<file path="src/rtl/vcve2_vec_lane_seq.sv">
`default_nettype none
// +--------------------------------------------------------------------------+
// | Module      : vcve2_vec_lane_seq                                         |
// | Description : Multi-beat vector element sequencer. Streams LANES x 32-bit |
// |               operand beats through packed SEW8/16/32 add, sub, splat and |
// |               multiply-accumulate lanes, with tail byte masking.          |
// | Option      : define VCVE2_VEC_MAC_EN to build the MAC multipliers;       |
// |               without it op 2'b11 is rejected at start as illegal.        |
// | Revision    : 1.0  initial release                                        |
// +--------------------------------------------------------------------------+
module vcve2_vec_lane_seq #(
  parameter int LANES = 2,
  parameter int VL_W  = 8
) (
  input  logic                  clk_i,
  input  logic                  rst_ni,
  input  logic                  start_i,
  input  logic [1:0]            op_i,
  input  logic [2:0]            vsew_i,
  input  logic [VL_W-1:0]       vl_i,
  input  logic [31:0]           scalar_i,
  input  logic                  op_valid_i,
  output logic                  op_ready_o,
  input  logic [32*LANES-1:0]   op_a_i,
  input  logic [32*LANES-1:0]   op_b_i,
  input  logic [32*LANES-1:0]   op_c_i,
  output logic                  res_valid_o,
  input  logic                  res_ready_i,
  output logic [32*LANES-1:0]   res_o,
  output logic [4*LANES-1:0]    res_be_o,
  output logic [VL_W-1:0]       res_idx_o,
  output logic                  busy_o,
  output logic                  done_o,
  output logic                  illegal_o
);

  localparam int NB = 4 * LANES;   // bytes per beat
  localparam int BW = VL_W + 6;    // element-index width, headroom past vl for the last beat

  typedef enum logic [1:0] {
    S_IDLE  = 2'd0,
    S_RUN   = 2'd1,
    S_DRAIN = 2'd2,
    S_FIN   = 2'd3
  } state_e;

  state_e              state_q;
  logic [1:0]          op_q;
  logic [1:0]          sew_q;
  logic [VL_W-1:0]     vl_q;
  logic [31:0]         scalar_q;
  logic [VL_W-1:0]     beat_q;
  logic [BW-1:0]       base_q;      // global index of the first element in the current beat
  logic [32*LANES-1:0] res_q;
  logic [NB-1:0]       be_q;
  logic [VL_W-1:0]     idx_q;
  logic                res_valid_q;
  logic                done_q;
  logic                illegal_q;

  logic [BW-1:0]       w_epb;
  logic [BW-1:0]       w_vl_ext;
  logic                w_last;
  logic                w_accept;
  logic                w_start_bad;
  logic [32*LANES-1:0] w_raw;
  logic [32*LANES-1:0] w_res;
  logic [NB-1:0]       w_be;

  // Non-MAC packed arithmetic on one 32-bit word; carries never cross elements.
  function automatic logic [31:0] f_alu(input logic [1:0] op, input logic [1:0] sew,
                                        input logic [31:0] a, input logic [31:0] b,
                                        input logic [31:0] s);
    logic [31:0] r;
    r = '0;
    case (sew)
      2'd0: begin
        for (int k = 0; k < 4; k++) begin
          case (op)
            2'b00:   r[k*8 +: 8] = a[k*8 +: 8] + b[k*8 +: 8];
            2'b01:   r[k*8 +: 8] = a[k*8 +: 8] - b[k*8 +: 8];
            2'b10:   r[k*8 +: 8] = s[7:0];
            default: r[k*8 +: 8] = 8'h00;
          endcase
        end
      end
      2'd1: begin
        for (int k = 0; k < 2; k++) begin
          case (op)
            2'b00:   r[k*16 +: 16] = a[k*16 +: 16] + b[k*16 +: 16];
            2'b01:   r[k*16 +: 16] = a[k*16 +: 16] - b[k*16 +: 16];
            2'b10:   r[k*16 +: 16] = s[15:0];
            default: r[k*16 +: 16] = 16'h0000;
          endcase
        end
      end
      2'd2: begin
        case (op)
          2'b00:   r = a + b;
          2'b01:   r = a - b;
          2'b10:   r = s;
          default: r = '0;
        endcase
      end
      default: r = '0;
    endcase
    return r;
  endfunction

`ifdef VCVE2_VEC_MAC_EN
  // Packed c + a*b per element, keeping only the low SEW bits of the product.
  function automatic logic [31:0] f_mac(input logic [1:0] sew, input logic [31:0] a,
                                        input logic [31:0] b, input logic [31:0] c);
    logic [31:0] r;
    r = '0;
    case (sew)
      2'd0: begin
        for (int k = 0; k < 4; k++)
          r[k*8 +: 8] = c[k*8 +: 8] + a[k*8 +: 8] * b[k*8 +: 8];
      end
      2'd1: begin
        for (int k = 0; k < 2; k++)
          r[k*16 +: 16] = c[k*16 +: 16] + a[k*16 +: 16] * b[k*16 +: 16];
      end
      2'd2:    r = c + a * b;
      default: r = '0;
    endcase
    return r;
  endfunction
`endif

  generate
    for (genvar l = 0; l < LANES; l++) begin : g_lane
      logic [31:0] w_a;
      logic [31:0] w_b;
      assign w_a = op_a_i[l*32 +: 32];
      assign w_b = op_b_i[l*32 +: 32];
`ifdef VCVE2_VEC_MAC_EN
      logic [31:0] w_mac;
      assign w_mac = f_mac(sew_q, w_a, w_b, op_c_i[l*32 +: 32]);
      assign w_raw[l*32 +: 32] = (op_q == 2'b11) ? w_mac : f_alu(op_q, sew_q, w_a, w_b, scalar_q);
`else
      assign w_raw[l*32 +: 32] = f_alu(op_q, sew_q, w_a, w_b, scalar_q);
`endif
    end
  endgenerate

`ifndef VCVE2_VEC_MAC_EN
  // Accumulator input has no consumer without the multipliers.
  logic unused_op_c;
  assign unused_op_c = ^op_c_i;
`endif

  assign w_epb      = BW'(NB) >> sew_q;
  assign w_vl_ext   = {{(BW-VL_W){1'b0}}, vl_q};
  assign w_last     = (base_q + w_epb) >= w_vl_ext;
  assign op_ready_o = (state_q == S_RUN) && (!res_valid_q || res_ready_i);
  assign w_accept   = op_valid_i && op_ready_o;

`ifdef VCVE2_VEC_MAC_EN
  assign w_start_bad = (vsew_i > 3'd2);
`else
  assign w_start_bad = (vsew_i > 3'd2) || (op_i == 2'b11);
`endif

  // Tail mask: a byte is live when its element's global index is below vl.
  always_comb begin
    w_be  = '0;
    w_res = '0;
    for (int j = 0; j < NB; j++) begin
      w_be[j]         = (base_q + (BW'(j) >> sew_q)) < w_vl_ext;
      w_res[j*8 +: 8] = w_be[j] ? w_raw[j*8 +: 8] : 8'h00;
    end
  end

  // Sequencer FSM with the single-entry result register and status pulses.
  always_ff @(posedge clk_i or negedge rst_ni) begin
    if (!rst_ni) begin
      state_q     <= S_IDLE;
      op_q        <= 2'b00;
      sew_q       <= 2'b00;
      vl_q        <= '0;
      scalar_q    <= '0;
      beat_q      <= '0;
      base_q      <= '0;
      res_q       <= '0;
      be_q        <= '0;
      idx_q       <= '0;
      res_valid_q <= 1'b0;
      done_q      <= 1'b0;
      illegal_q   <= 1'b0;
    end else begin
      done_q    <= 1'b0;
      illegal_q <= 1'b0;
      case (state_q)
        S_IDLE: begin
          if (start_i) begin
            if (w_start_bad) begin
              illegal_q <= 1'b1;
            end else begin
              op_q     <= op_i;
              sew_q    <= vsew_i[1:0];
              vl_q     <= vl_i;
              scalar_q <= scalar_i;
              beat_q   <= '0;
              base_q   <= '0;
              state_q  <= (vl_i == '0) ? S_FIN : S_RUN;
            end
          end
        end
        S_RUN: begin
          if (w_accept) begin
            res_q       <= w_res;
            be_q        <= w_be;
            idx_q       <= beat_q;
            res_valid_q <= 1'b1;
            beat_q      <= beat_q + VL_W'(1);
            base_q      <= base_q + w_epb;
            if (w_last) state_q <= S_DRAIN;
          end else if (res_ready_i) begin
            res_valid_q <= 1'b0;
          end
        end
        S_DRAIN: begin
          if (res_ready_i) begin
            res_valid_q <= 1'b0;
            state_q     <= S_FIN;
          end
        end
        S_FIN: begin
          done_q  <= 1'b1;
          state_q <= S_IDLE;
        end
        default: state_q <= S_IDLE;
      endcase
    end
  end

  assign res_valid_o = res_valid_q;
  assign res_o       = res_q;
  assign res_be_o    = be_q;
  assign res_idx_o   = idx_q;
  assign busy_o      = (state_q != S_IDLE);
  assign done_o      = done_q;
  assign illegal_o   = illegal_q;

endmodule
`default_nettype wire
</file>
<file path="config.mk">
export PLATFORM = sky130hd
export DESIGN_NAME = vcve2_vec_lane_seq
export DESIGN_NICKNAME = d
export VERILOG_FILES = /design/src/rtl/vcve2_vec_lane_seq.sv
export SDC_FILE = /design/constraint.sdc
export NUM_CORES = 1
export LEC_CHECK = 0
export ABC_CLOCK_PERIOD_IN_PS = 4410
export BUFFER_PORTS_ARGS = -buffer_cell sky130_fd_sc_hd__clkbuf_2
export CORE_UTILIZATION = 30
export DETAILED_ROUTE_END_ITERATION = 8
export PLACE_DENSITY = 0.51
export SLEW_MARGIN = 20
export SYNTH_ARGS = -nofsm -noshare
export SYNTH_HDL_FRONTEND = slang
export SYNTH_SLANG_ARGS = --single-unit
</file>
<file path="constraint.sdc">
create_clock -name clk_i -period 4.41 [get_ports clk_i]
set_clock_uncertainty 0.05 [all_clocks]
set_input_delay 0.882 -clock clk_i [delete_from_list [all_inputs] [get_ports clk_i]]
set_output_delay 0.882 -clock clk_i [all_outputs]
set_load 0.02 [all_outputs]
</file>
# --- After elaboration in Yosys (flattened, before gate mapping) ---
# Cells that the tools add are included.
totals:
  reg_bits: 151
  latchBits: 0
  mem_bits_rw: 0
  mem_bits_ro: 0
  in_bits: 242
  elab_cells: 146
  n_memories: 0
classes:
  add_sub_neg: 38
  multipliers: 0
  div: 0
  n_lt_le_gt_ge: 10
  n_eq_ne: 13
  shifts: 9
  mux: 46
  bitwise_logic: 1
  n_reduce_logical: 16
op_table:
  columns: ["cell", "n"]
  rows:
  - ["32-bit one-hot mux with 3 select lines", 4]
  - ["16-bit one-hot mux with 3 select lines", 4]
  - ["8-bit one-hot mux with 3 select lines", 8]
  - ["14-bit adder", 9]
  - ["14-bit by 8-bit less-than comparator with 1-bit output", 8]
  - ["8-bit 2-to-1 mux", 11]
  - ["16-bit adder", 4]
  - ["32-bit adder", 2]
  - ["8-bit adder", 8]
  - ["16-bit subtractor", 4]
  - ["32-bit subtractor", 2]
  - ["8-bit subtractor", 8]
  - ["3-bit by 2-bit >> shifter with 14-bit output, first input constant", 4]
  - ["14-bit 2-to-1 mux", 3]
  - ["14-bit one-hot mux with 2 select lines", 1]
  - ["1-bit by 2-bit >> shifter with 14-bit output, first input constant", 2]
  - ["2-bit by 2-bit >> shifter with 14-bit output, first input constant", 2]
  - ["8-bit one-hot mux with 2 select lines", 1]
  - ["14-bit by 8-bit >= comparator with 1-bit output", 1]
  - ["4-bit by 2-bit >> shifter with 14-bit output, first input constant", 1]
  - ["2-bit 2-to-1 mux", 6]
  - ["2-bit == test, second input constant", 5]
  - ["2-bit inequality test, second input constant", 5]
  - ["8-bit by 1-bit adder with 8-bit output, second input constant", 1]
  - ["other kinds (16)", 29]

# --- Longest topological paths before layout ---
# Gate-level depths: netlist of the first run.
depth:
  depth_word: 6
  mapped_depth: 20

# --- Worst setup path after synthesis of the first run ---
# OpenSTA, ideal clock, no wires.
synth_path:
  path_type: "input -> register"
  from: "in op_b_i[4]"
  to: "reg res_q[30], in the netlist res_o[30]"
  arrival_ns: 4.204
  path_slack_ns: 0.035
  cell_stages: 18
  cell_sequence: "or4_4 nor3_4 nand3_1 nand2_1 o21ai_0 xnor2_1 ha_1 a21o_1 or3b_1 o32ai_1 a21oi_1 a21o_1 a221oi_1 o21ai_1 a21oi_1 xor2_1 o21ai_0 a22o_1"
synth_via:
  elab_chain_cells: 4
synth_lines:
  columns: ["element", "line", "rtl"]
  rows:
  - ["start, declared", "25", "input logic [32*LANES-1:0] op_b_i,"]
  - ["32-bit subtractor or 32-bit adder (tied branches)", "100, 99", null]
  - ["32-bit one-hot mux with 3 select lines *", "98", "case (op)"]
  - ["32-bit one-hot mux with 3 select lines *", "76", "case (sew)"]
  - ["8-bit 2-to-1 mux *", "172", "w_res[j*8 +: 8] = w_be[j] ? w_raw[j*8 +: 8] : 8'h00;"]
  - ["end signal, assigned", "213", "res_q <= w_res;"]
  - ["end, declared", "54", "logic [32*LANES-1:0] res_q;"]
# Mark *: on every way between the ends. The rest lies on a longest branch, timed or not.
# A chain may end at the register's enable or synchronous reset.

# --- Worst setup path in the final report of the first run ---
layout_path:
  from: "in op_b_i[4]"
  to: "reg res_q[31], in the netlist res_o[31]"
# The elaborated chain is that of the path after synthesis.

==> results of run 1 <==
per-stage QoR:
step / instances / setup TNS (ps) / worst slack, ps / utilization
final: 3605 / 0 / 26.8 / 0.394
after global routing: 3605 / -399 / -140 / 0.394
after CTS: 3596 / -130 / -58.5 / 0.389
after detailed placement: 3560 / -7250 / -590 / 0.379
after global placement: 3560 / -6350 / -529 / 0.379
after floorplan: 2270 / 0 / 35.1 / -
worst paths after layout:
check | endpoint | cells past startpoint
worst max-delay path | res_o[31]$_DFFE_PN0P_ | 19
min in group clk_i | res_be_o[0]$_DFFE_PN0P_ | 2
worst min-delay path | vl_q[2]$_DFFE_PN0P_ | 1
worst max register to register | res_o[31]$_DFFE_PN0P_ | 18
max in group asynchronous | scalar_q[27]$_DFFE_PN0P_ | 2
worst min register to register | res_be_o[0]$_DFFE_PN0P_ | 2
routing by layer:
layer  vias to the layer above  part of all wire
met1                      8930              0.46
met2                       420              0.48
met5                         -           0.00062
li1                       9239                 -
met4                         6             0.022
met3                        64             0.036
flip-flops by register name, summed over array words and instances (netlist names):
| signal | count |
|---|---|
| done_o | 1 |
| res_be_o | 8 |
| illegal_o | 1 |
| res_o | 64 |
| scalar_q | 32 |
| base_q | 14 |
| beat_q | 8 |
| op_q | 2 |
| res_valid_o | 1 |
| sew_q | 2 |
| res_idx_o | 8 |
| state_q | 2 |
| vl_q | 8 |
cell families (layout without fill, tap and decap cells):
family	after synthesis	in the layout	share of synthesized area
DFF	151	151	0.207
and+or+nand+nor	639	639	0.167
adders and majority gates	234	234	0.167
buffers and inverters	188	740	0.0405
other	0	1	0
xor gates and xnor gates	276	276	0.133
AOI/OAI and AO/OA	723	723	0.250
muxes	59	59	0.0357
power breakdown:
part | total [mW] | internal [mW] | switching, mW
logic | 11.8 | 5.05 | 6.70
clock network | 1.41 | 0.737 | 0.670
registers | 2.51 | 1.92 | 0.587
final cells by class:
cell class / count / area (um^2) / share of cell area
diodes: 1 / 2.50 / 0.000105
clock buffers: 19 / 433 / 0.0182
clock inverters: 13 / 111 / 0.00469
inverters: 88 / 330 / 0.0139
multi-input cells: 1931 / 14000 / 0.590
flip-flops and latches: 151 / 3780 / 0.159
well taps: 782 / 978 / 0.0412
repair buffers: 620 / 4090 / 0.172
worst register-to-register path, delay by kind of cell, from the launching register on:
| kind | cells | cell delay (ps) |
|---|---|---|
| AOI/OAI and AO/OA | 6 | 1250 |
| buffers and inverters | 3 | 510 |
| xor gates and xnor gates | 1 | 150 |
| adders and majority gates | 3 | 910 |
| and+or+nand+nor | 5 | 870 |
| DFF | 1 | 390 |
cells in the final DEF (no fill, tap or decap), types with 8 or more instances in the layout:
cell type  instances
buf_4            350
clkbuf_2         261
o21ai_0          227
ha_1             217
nand2_1          191
nor2_1           168
a21oi_1          155
xnor2_1          152
dfrtp_1          150
xor2_1           118
inv_1             88
a21o_1            83
nand2b_1          49
mux2_2            49
nand3_1           47
nor2b_1           34
nor3_1            33
a22oi_1           28
a22o_1            26
a31oi_1           23
nor4_1            20
nand4_1           18
clkbuf_16         17
o21a_1            16
o21ai_1           15
fa_1              15
o21bai_1          14
and3_1            14
a21oi_2           13
o31ai_1           13
nor2_2            10
mux2i_1           10
o211ai_1          10
o41ai_1            9
or2_2              8
what timing repair did:
item / in CTS / in global routing
pin swaps: 22 / 50
buffers inserted: 5 / 8
gates resized for setup: 22 / 50
setup endpoints to repair: 3 / 43
==> summary.txt, run 1 <==
Slew @ Worst Pin - 871 ps
PD cells - 660 nW/um^2
Kind of critical path - primary input to flip-flop
Post-synth top area share - 0.207
Sink Count - 151
Initial DRC Count - 1110
GP Congestion - 0.923
Startpoint types - primary input
Max Slew Vio Count - 0
Final hold slack - 319 ps
Post-synth ARST share - 1.00
Clock Latency Late Sink - 450 ps
CP max-delay cell - or4_4
Count leader, synth - o21ai_0
Top Usage Layer GRT - met2
Grt ovf - 0
Met2 usage - 0.389
Unique masters post-synth - 89
Nets - 3285
R2R Setup Slk - 210 ps
Area leader, netlist - dfrtp_1
Die area - 61800 um^2
Final HPWL DP - 59600 um
GRT met1 Usage - 0.298
Share of layout cells above drive strength 1 - 0.280
WL per Instance - 19.6 um
GRT met3 Usage - 0.0256
Final ANT Viol Nets - 0
CP required - 4710 ps
Ranking of synthesized cells by area - dfrtp_1 (21%), ha_1 (15%), xnor2_1 (7.4%)
Max Fclk - 228 MHz
Die W - 249 um
Sequential share of the synthesized area - 0.207
Fin crit period - 4380 ps
Vias - 18700
R2R Path Start - sew_q[1]$_DFFE_PN0P_
WP data arrival - 4680 ps
Clock tree buffer depth - 2
Ys flop type - dfrtp_1
RSZ-0062 raised after global routing - yes
Syn nets - 2746
Yosys warning count - 0
Final hold violation count - 0
Crit-path max cell delay - 570 ps
Worst IR Drop VDD - 0.000297 V
Total Power - 15.7 mW
Initial DRT Pass Iterations - 5
LEAKAGE - 11.6 nW
Relative slew slack - 0.414
DP Area - 22800 um^2
TritonCTS buffer count - 17
Clock slew at reported path FFs - 70 ps
Core footprint - 60200 um^2
Vias in the first global route - 18700
Via-to-Cell Ratio - 5.18
Top cell family by delay on the critical path - compound AO/OA/AOI/OAI gates
First-pass GRT wire length - 107000 um
H-tree depth - 4
Max FO, Critical Path - 3
Initial Util - 0.303
Count of flip-flops with a built-in enable after synthesis - 0
P&R area growth vs syn - 30.1%
Total Routing Usage GR - 0.226
Initial antenna violation count - 8
Row count - 90
Period utilization - 0.994
Critical path, cell by cell - clkbuf_2 > or4_4 > nor3_4 > buf_6 > a41oi_2 > buf_4 > nor2_2 > xor2_1 > ha_1 > a21o_1 > a31oi_2 > nand2_1 > a31oi_4 > o21bai_4 > a311oi_4 > a31o_2 > mux2i_1 > o21ai_1 > a31oi_2
Mapped Avg Cell Area - 8.04 um^2
CTS tree - built
Cell area after layout - 23700 um^2
Largest net degree at the start of global routing - 105
Layout filler cell count - 6237
Total Wirelength - 70800 um
Cell seen most often among critical-path stages - a31oi_2
Post-CTS Hold Fix Bufs - 0
Root Buffer - clkbuf_16
Max-cap check violation count - 0
I/O Pins - 327
DRC - 0
Hold crit path type - primary input to asynchronous set/reset pin
FF+latch count, synth - 151
Critical path endpoint category - flip-flop
Crit path launch - op_b_i[4]
Synth Instances - 2270
Post-Syn Area - 18200 um^2
Die H - 249 um
Final setup fails - 0
Port bufs - 262
Status - finished, final reports clean
Worst path bufs/invs - 3
Synth top cells by count - o21ai_0 (238), ha_1 (219), nand2_1 (193)
(Power assumes the default switching activity.)
==> run 2, diff against run 1 <==
- ABC_CLOCK_PERIOD_IN_PS: 4410 -> 4200
- PLACE_DENSITY: 0.51 -> 0.49
- clock period: 4.41 -> 4.2 ns (I/O delays scaled with it)
==> run 2 against run 1 <==
The run now ends with negative setup slack left. Critical path depth decreased by 3. Utilization increased by 1.0 points. Setup slack got worse by 60 ps. Highest routed layer unchanged. Combinational power increased by 8%. Clock-buffer cell count unchanged. Clock power increased by 9.9%. Sequential cell count unchanged. Sequential power increased by 4%.
==> summary.txt, run 2 (synthesized netlist as in run 1, its figures left out) <==
Critical path endpoint category - flip-flop
Switching Fraction - 0.503
Startpoint types - primary input
DP Area - 23100 um^2
WL per Instance - 19.9 um
Clock Latency Late Sink - 450 ps
Root Buffer - clkbuf_16
Initial Util - 0.303
Grt ovf - 0
P&R area growth vs syn - 33.5%
Layout filler cell count - 6136
Switching power - 8.51 mW
Comb pwr share - 0.753
Die W - 249 um
Nets - 3326
Initial DRT Pass Iterations - 5
Largest net degree at the start of global routing - 66
Port bufs - 262
TritonCTS buffer count - 17
Max Slew Vio Count - 0
Period utilization - 1.01
Final hold violation count - 0
Status - finished with violations
Hold crit path type - primary input to asynchronous set/reset pin
Final Core Density - 0.404
H-tree depth - 4
Fin crit period - 4230 ps
Relative slew slack - 0.381
Final HPWL DP - 60700 um
Via-to-Cell Ratio - 5.18
I/O Pins - 327
Max-cap check violation count - 0
Multi-input gate area - 14300 um^2
Row count - 90
Clock slew at reported path FFs - 70 ps
Failing checks - negative setup slack
Antenna Cells - 0
Commonest non-fill, non-tap cell in the layout - buf_4
Initial antenna violation count - 2
Total Wirelength - 72400 um
Kind of critical path - primary input to flip-flop
Largest register FFs - 64
First-pass GRT wire length - 110000 um
Max Fclk - 236 MHz
Max FO, Critical Path - 3
Core footprint - 60200 um^2
Worst IR Drop VDD - 0.000276 V
Register Area - 3780 um^2
Clk network pwr share - 0.092
Clock tree buffer depth - 2
Slew @ Worst Pin - 919 ps
RSZ-0062 raised after global routing - yes
PD cells - 694 nW/um^2
Die area - 61800 um^2
CTS tree - built
CP required - 4500 ps
Final setup fails - 2
Die H - 249 um
Initial DRC Count - 1127
Internal power - 8.40 mW
Vias - 18900
Sink Count - 151
WP data arrival - 4530 ps
DRC - 0
Sequential fraction of design power - 0.155
GP Congestion - 0.918
Total Routing Usage GR - 0.231
Final Worst Setup Slack - -33.6 ps
LEAKAGE - 11.9 nW
Commonest cells after routing, fill and taps aside - buf_4 (392), clkbuf_2 (260), o21ai_0 (217)
Cell area after layout - 24400 um^2
Final ANT Viol Nets - 0
R2R Setup Slk - 90 ps
Share of layout cells above drive strength 1 - 0.306
Vias in the first global route - 18700
==> run 2: timing repair <==
item                                    4_1_cts  5_1_grt
endpoints found under the setup margin       11       40
resized for setup                            47       92
buffers inserted                              9       15
hold buffers                                  0        0
pin swaps                                    52      109
==> run 2: power groups by stage <==
stage / Clock [mW] / Sequential [mW] / Combinational (mW)
after floorplan: 0 / 2.71 / 7.22
after global placement: 0 / 2.63 / 12.0
after detailed placement: 0 / 2.64 / 12.2
after CTS: 1.59 / 2.62 / 12.4
after global routing: 1.65 / 2.68 / 14.0
final: 1.55 / 2.62 / 12.7
==> run 2: cell type report <==
class,count,area share
well taps,782,0.0402
repair buffers,661,0.180
multi-input cells,1931,0.587
clock buffers,19,0.0182
clock inverters,13,0.00565
flip-flops and latches,151,0.155
inverters,88,0.0136
==> run 2: final timing paths <==
kind / startpoint / end / depth (start not counted)
max in group asynchronous: rst_ni / res_be_o[3]$_DFFE_PN0P_ / 2
max: op_b_i[4] / res_o[31]$_DFFE_PN0P_ / 16
min in group clk_i: res_o[44]$_DFFE_PN0P_ / res_o[44]$_DFFE_PN0P_ / 2
max reg2reg: op_q[0]$_DFFE_PN0P_ / res_o[31]$_DFFE_PN0P_ / 15
min reg2reg: res_o[44]$_DFFE_PN0P_ / res_o[44]$_DFFE_PN0P_ / 2
min: rst_ni / sew_q[0]$_DFFE_PN0P_ / 1
==> run 2: layer usage <==
layer	vias to the layer above	routed length, um	track usage
met5	-	17	0
met4	2	1900	0.0671
met3	76	2660	0.0196
met2	429	34900	0.399
met1	9046	33000	0.305
li1	9317	-	-
==> run 2: worst max-delay path, stage by stage <==
cell and delay [ps]:
buf_6 90, or4_4 550, buf_4 160, o21ai_2 110
xor2_1 170, ha_1 260, a2111o_1 450, o211a_1 260
a41o_4 250, a31oi_4 210, o21bai_4 90, a311oi_4 310
a31o_2 230, mux2i_1 190, o21ai_1 80, a31oi_2 270
==> run 2: per-stage QoR <==
step / TNS [ps] / hold slack (ps) / cells / setup slack, ps / total power [mW]
3_3_place_gp: -13060 / 412 / 3597 / -686 / 14.7
5_1_grt: -703 / 413 / 3645 / -192 / 18.3
2_1_floorplan: -104 / 430 / 2270 / -60.8 / 9.94
6_report: -42.2 / 379 / 3645 / -33.6 / 16.9
4_1_cts: -456 / 380 / 3633 / -142 / 16.6
3_5_place_dp: -13420 / 414 / 3597 / -725 / 14.8
==> run 3, diff against run 2 <==
- ABC_AREA: default -> 1
- REMOVE_ABC_BUFFERS: default -> 1
==> run 3 against run 2 <==
The flow now finishes without violations. Combinational power decreased by 9%. Via count increased by 20%. Non-clock buffer count decreased by 245. Sequential cell count unchanged. Final area increased by 1.2%. Clock-buffer cell count unchanged. Critical endpoint is now res_o[23]$_DFFE_PN0P_.
==> summary.txt, run 3 <==
Die H - 265 um
Switching Fraction - 0.567
Largest register FFs - 64
Commonest non-fill, non-tap cell in the layout - nand2_1
Max FO, Critical Path - 8
Initial antenna violation count - 1
Clock tree buffer depth - 2
H-tree depth - 4
Final ANT Viol Nets - 0
Unique masters post-synth - 52
Top Usage Layer GRT - met2
Hold crit path type - primary input to asynchronous set/reset pin
PD cells - 633 nW/um^2
Grt ovf - 0
Vias - 22600
Largest net degree at the start of global routing - 71
Slew @ Worst Pin - 859 ps
Initial Util - 0.305
RSZ-0062 raised after global routing - no
Clk network pwr share - 0.104
Share of layout cells above drive strength 1 - 0.150
Final Worst Setup Slack - 340 ps
Count leader, synth - nand2_1
Clock Latency Late Sink - 480 ps
Total Wirelength - 84600 um
Synth top cells by count - nand2_1 (1101), inv_1 (415), nor2_1 (282)
Clock slew at reported path FFs - 70 ps
P&R area growth vs syn - 19.1%
Status - finished, final reports clean
Comb pwr share - 0.736
Nets - 4180
Sequential fraction of design power - 0.160
GRT met1 Usage - 0.349
Internal power - 6.77 mW
GP Congestion - 0.930
Kind of critical path - flip-flop to flip-flop
Startpoint types - flip-flop
Sink Count - 151
WP data arrival - 4220 ps
Max-cap check violation count - 0
Mapped Avg Cell Area - 6.20 um^2
Max Slew Vio Count - 0
Root Buffer - clkbuf_16
Total Routing Usage GR - 0.240
Count of flip-flops with a built-in enable after synthesis - 0
First-pass GRT wire length - 128000 um
Ranking of synthesized cells by area - nand2_1 (20%), dfrtp_1 (18%), ha_1 (13%)
Final Core Density - 0.364
Max Fclk - 259 MHz
Vias in the first global route - 21100
Final setup fails - 0
CP required - 4560 ps
GRT met3 Usage - 0.0307
Sequential share of the synthesized area - 0.183
Die W - 265 um
Synth Instances - 3337
Final HPWL DP - 69900 um
Port bufs - 262
Final hold violation count - 0
Ys flop type - dfrtp_1
Via-to-Cell Ratio - 4.91
Met2 usage - 0.365
Core footprint - 67800 um^2
Switching power - 8.84 mW
LEAKAGE - 13.6 nW
Initial DRC Count - 1646
Die area - 70000 um^2
CTS tree - built
Initial DRT Pass Iterations - 6
Post-synth top area share - 0.200
I/O Pins - 327
Commonest cells after routing, fill and taps aside - nand2_1 (1099), inv_1 (414), nor2_1 (281)
Area leader, netlist - nand2_1
Relative slew slack - 0.428
Period utilization - 0.919
Post-Syn Area - 20700 um^2
Dpl ws - -107 ps
WL per Instance - 18.4 um
Critical path endpoint category - flip-flop
Yosys warning count - 0
FF+latch count, synth - 151
DRC - 0
Row count - 95
Post-synth ARST share - 1.00
TritonCTS buffer count - 17
Worst IR Drop VDD - 0.000421 V
Fin crit period - 3860 ps
run 3: cell types whose count changed in the layout (fill, tap and decap cells not counted), moves of 64 or more:
cell / change
xnor2_1: -119
buf_4: -241
a21oi_1: +64
a21o_1: -78
inv_1: +326
nand2_1: +912
nor2_1: +118
nand3_1: +131
run 3: area by class of cell:
type	instances	area, um^2
Fill cell	7652	43100
Multi-Input combinational cell	2687	15100
Clock inverter	13	141
Inverter	431	1620
Timing Repair Buffer	416	2510
Sequential cell	151	3780
Tap cell	873	1090
Clock buffer	19	443
Antenna cell	1	2.50
run 3: worst paths after layout:
kind                            slack, ps               startpoint  cells after the start                       end
worst max-delay path                  340     sew_q[1]$_DFFE_PN0P_                     19     res_o[23]$_DFFE_PN0P_
worst min-delay path                  300                   rst_ni                      1  res_idx_o[3]$_DFFE_PN0P_
worst max register to register        340     sew_q[1]$_DFFE_PN0P_                     19     res_o[23]$_DFFE_PN0P_
worst min register to register        430  res_be_o[0]$_DFFE_PN0P_                      2   res_be_o[0]$_DFFE_PN0P_
max in group asynchronous            2960                   rst_ni                      2  scalar_q[25]$_DFFE_PN0P_
min in group clk_i                    430  res_be_o[0]$_DFFE_PN0P_                      2   res_be_o[0]$_DFFE_PN0P_
run 3: worst max-delay path, stage by stage (launching register included):
cell and delay, ps:
dfrtp_1 460, inv_1 230, ha_1 370, ha_1 260, nand3_1 110, nand2_1 190, nand2_1 110, nor2_1 180
xor2_1 160, inv_1 60, ha_1 290, nand2_1 90, nor2_1 50, o21ai_0 90, o211ai_1 150, nand3_1 120
nand4_2 220, nor2_4 300, nand2_1 210, nand2_1 100
run 3: repair_timing:
| item | 4_1_cts | 5_1_grt |
|---|---|---|
| hold buffers | 0 | 0 |
| gates resized for setup | 0 | 5 |
| setup buffers | 0 | 0 |
| endpoints found under the setup margin | 0 | 12 |
run 3: cells by family after synthesis:
group	count (synthesis)	synth area share
compound gates	516	0.137
xor+xnor	184	0.0779
fa+ha+maj	234	0.147
buf+inv	499	0.0923
flops	151	0.183
mux	31	0.0169
simple gates	1722	0.346
run 3: per-layer routing:
metal | part of all wire | routed length (um) | vias to the layer above
met4 | 0.027 | 2290 | 2
li1 | - | - | 11500
met1 | 0.49 | 41400 | 10300
met3 | 0.059 | 4970 | 84
met5 | 0.00011 | 9 | -
met2 | 0.43 | 36000 | 652
run 3: power groups by stage:
stage,registers [mW],clock network [mW],logic [mW]
2_1_floorplan,2.73,0,6.90
3_3_place_gp,2.50,0,11.3
3_5_place_dp,2.50,0,11.3
4_1_cts,2.48,1.68,11.4
5_1_grt,2.55,1.72,12.8
6_report,2.49,1.63,11.5
run 3: stage by stage:
step	total power, mW	TNS, ps	instance area [um^2]	std cells	hold WS [ps]
finish	15.6	0	24600	4591	301
global route	17.1	0	24600	4590	350
CTS	15.5	0	24600	4590	331
detailed placement	13.8	-876	24000	4558	418
global placement	13.8	-858	24000	4558	414
floorplan	9.62	-131280	20400	3269	403
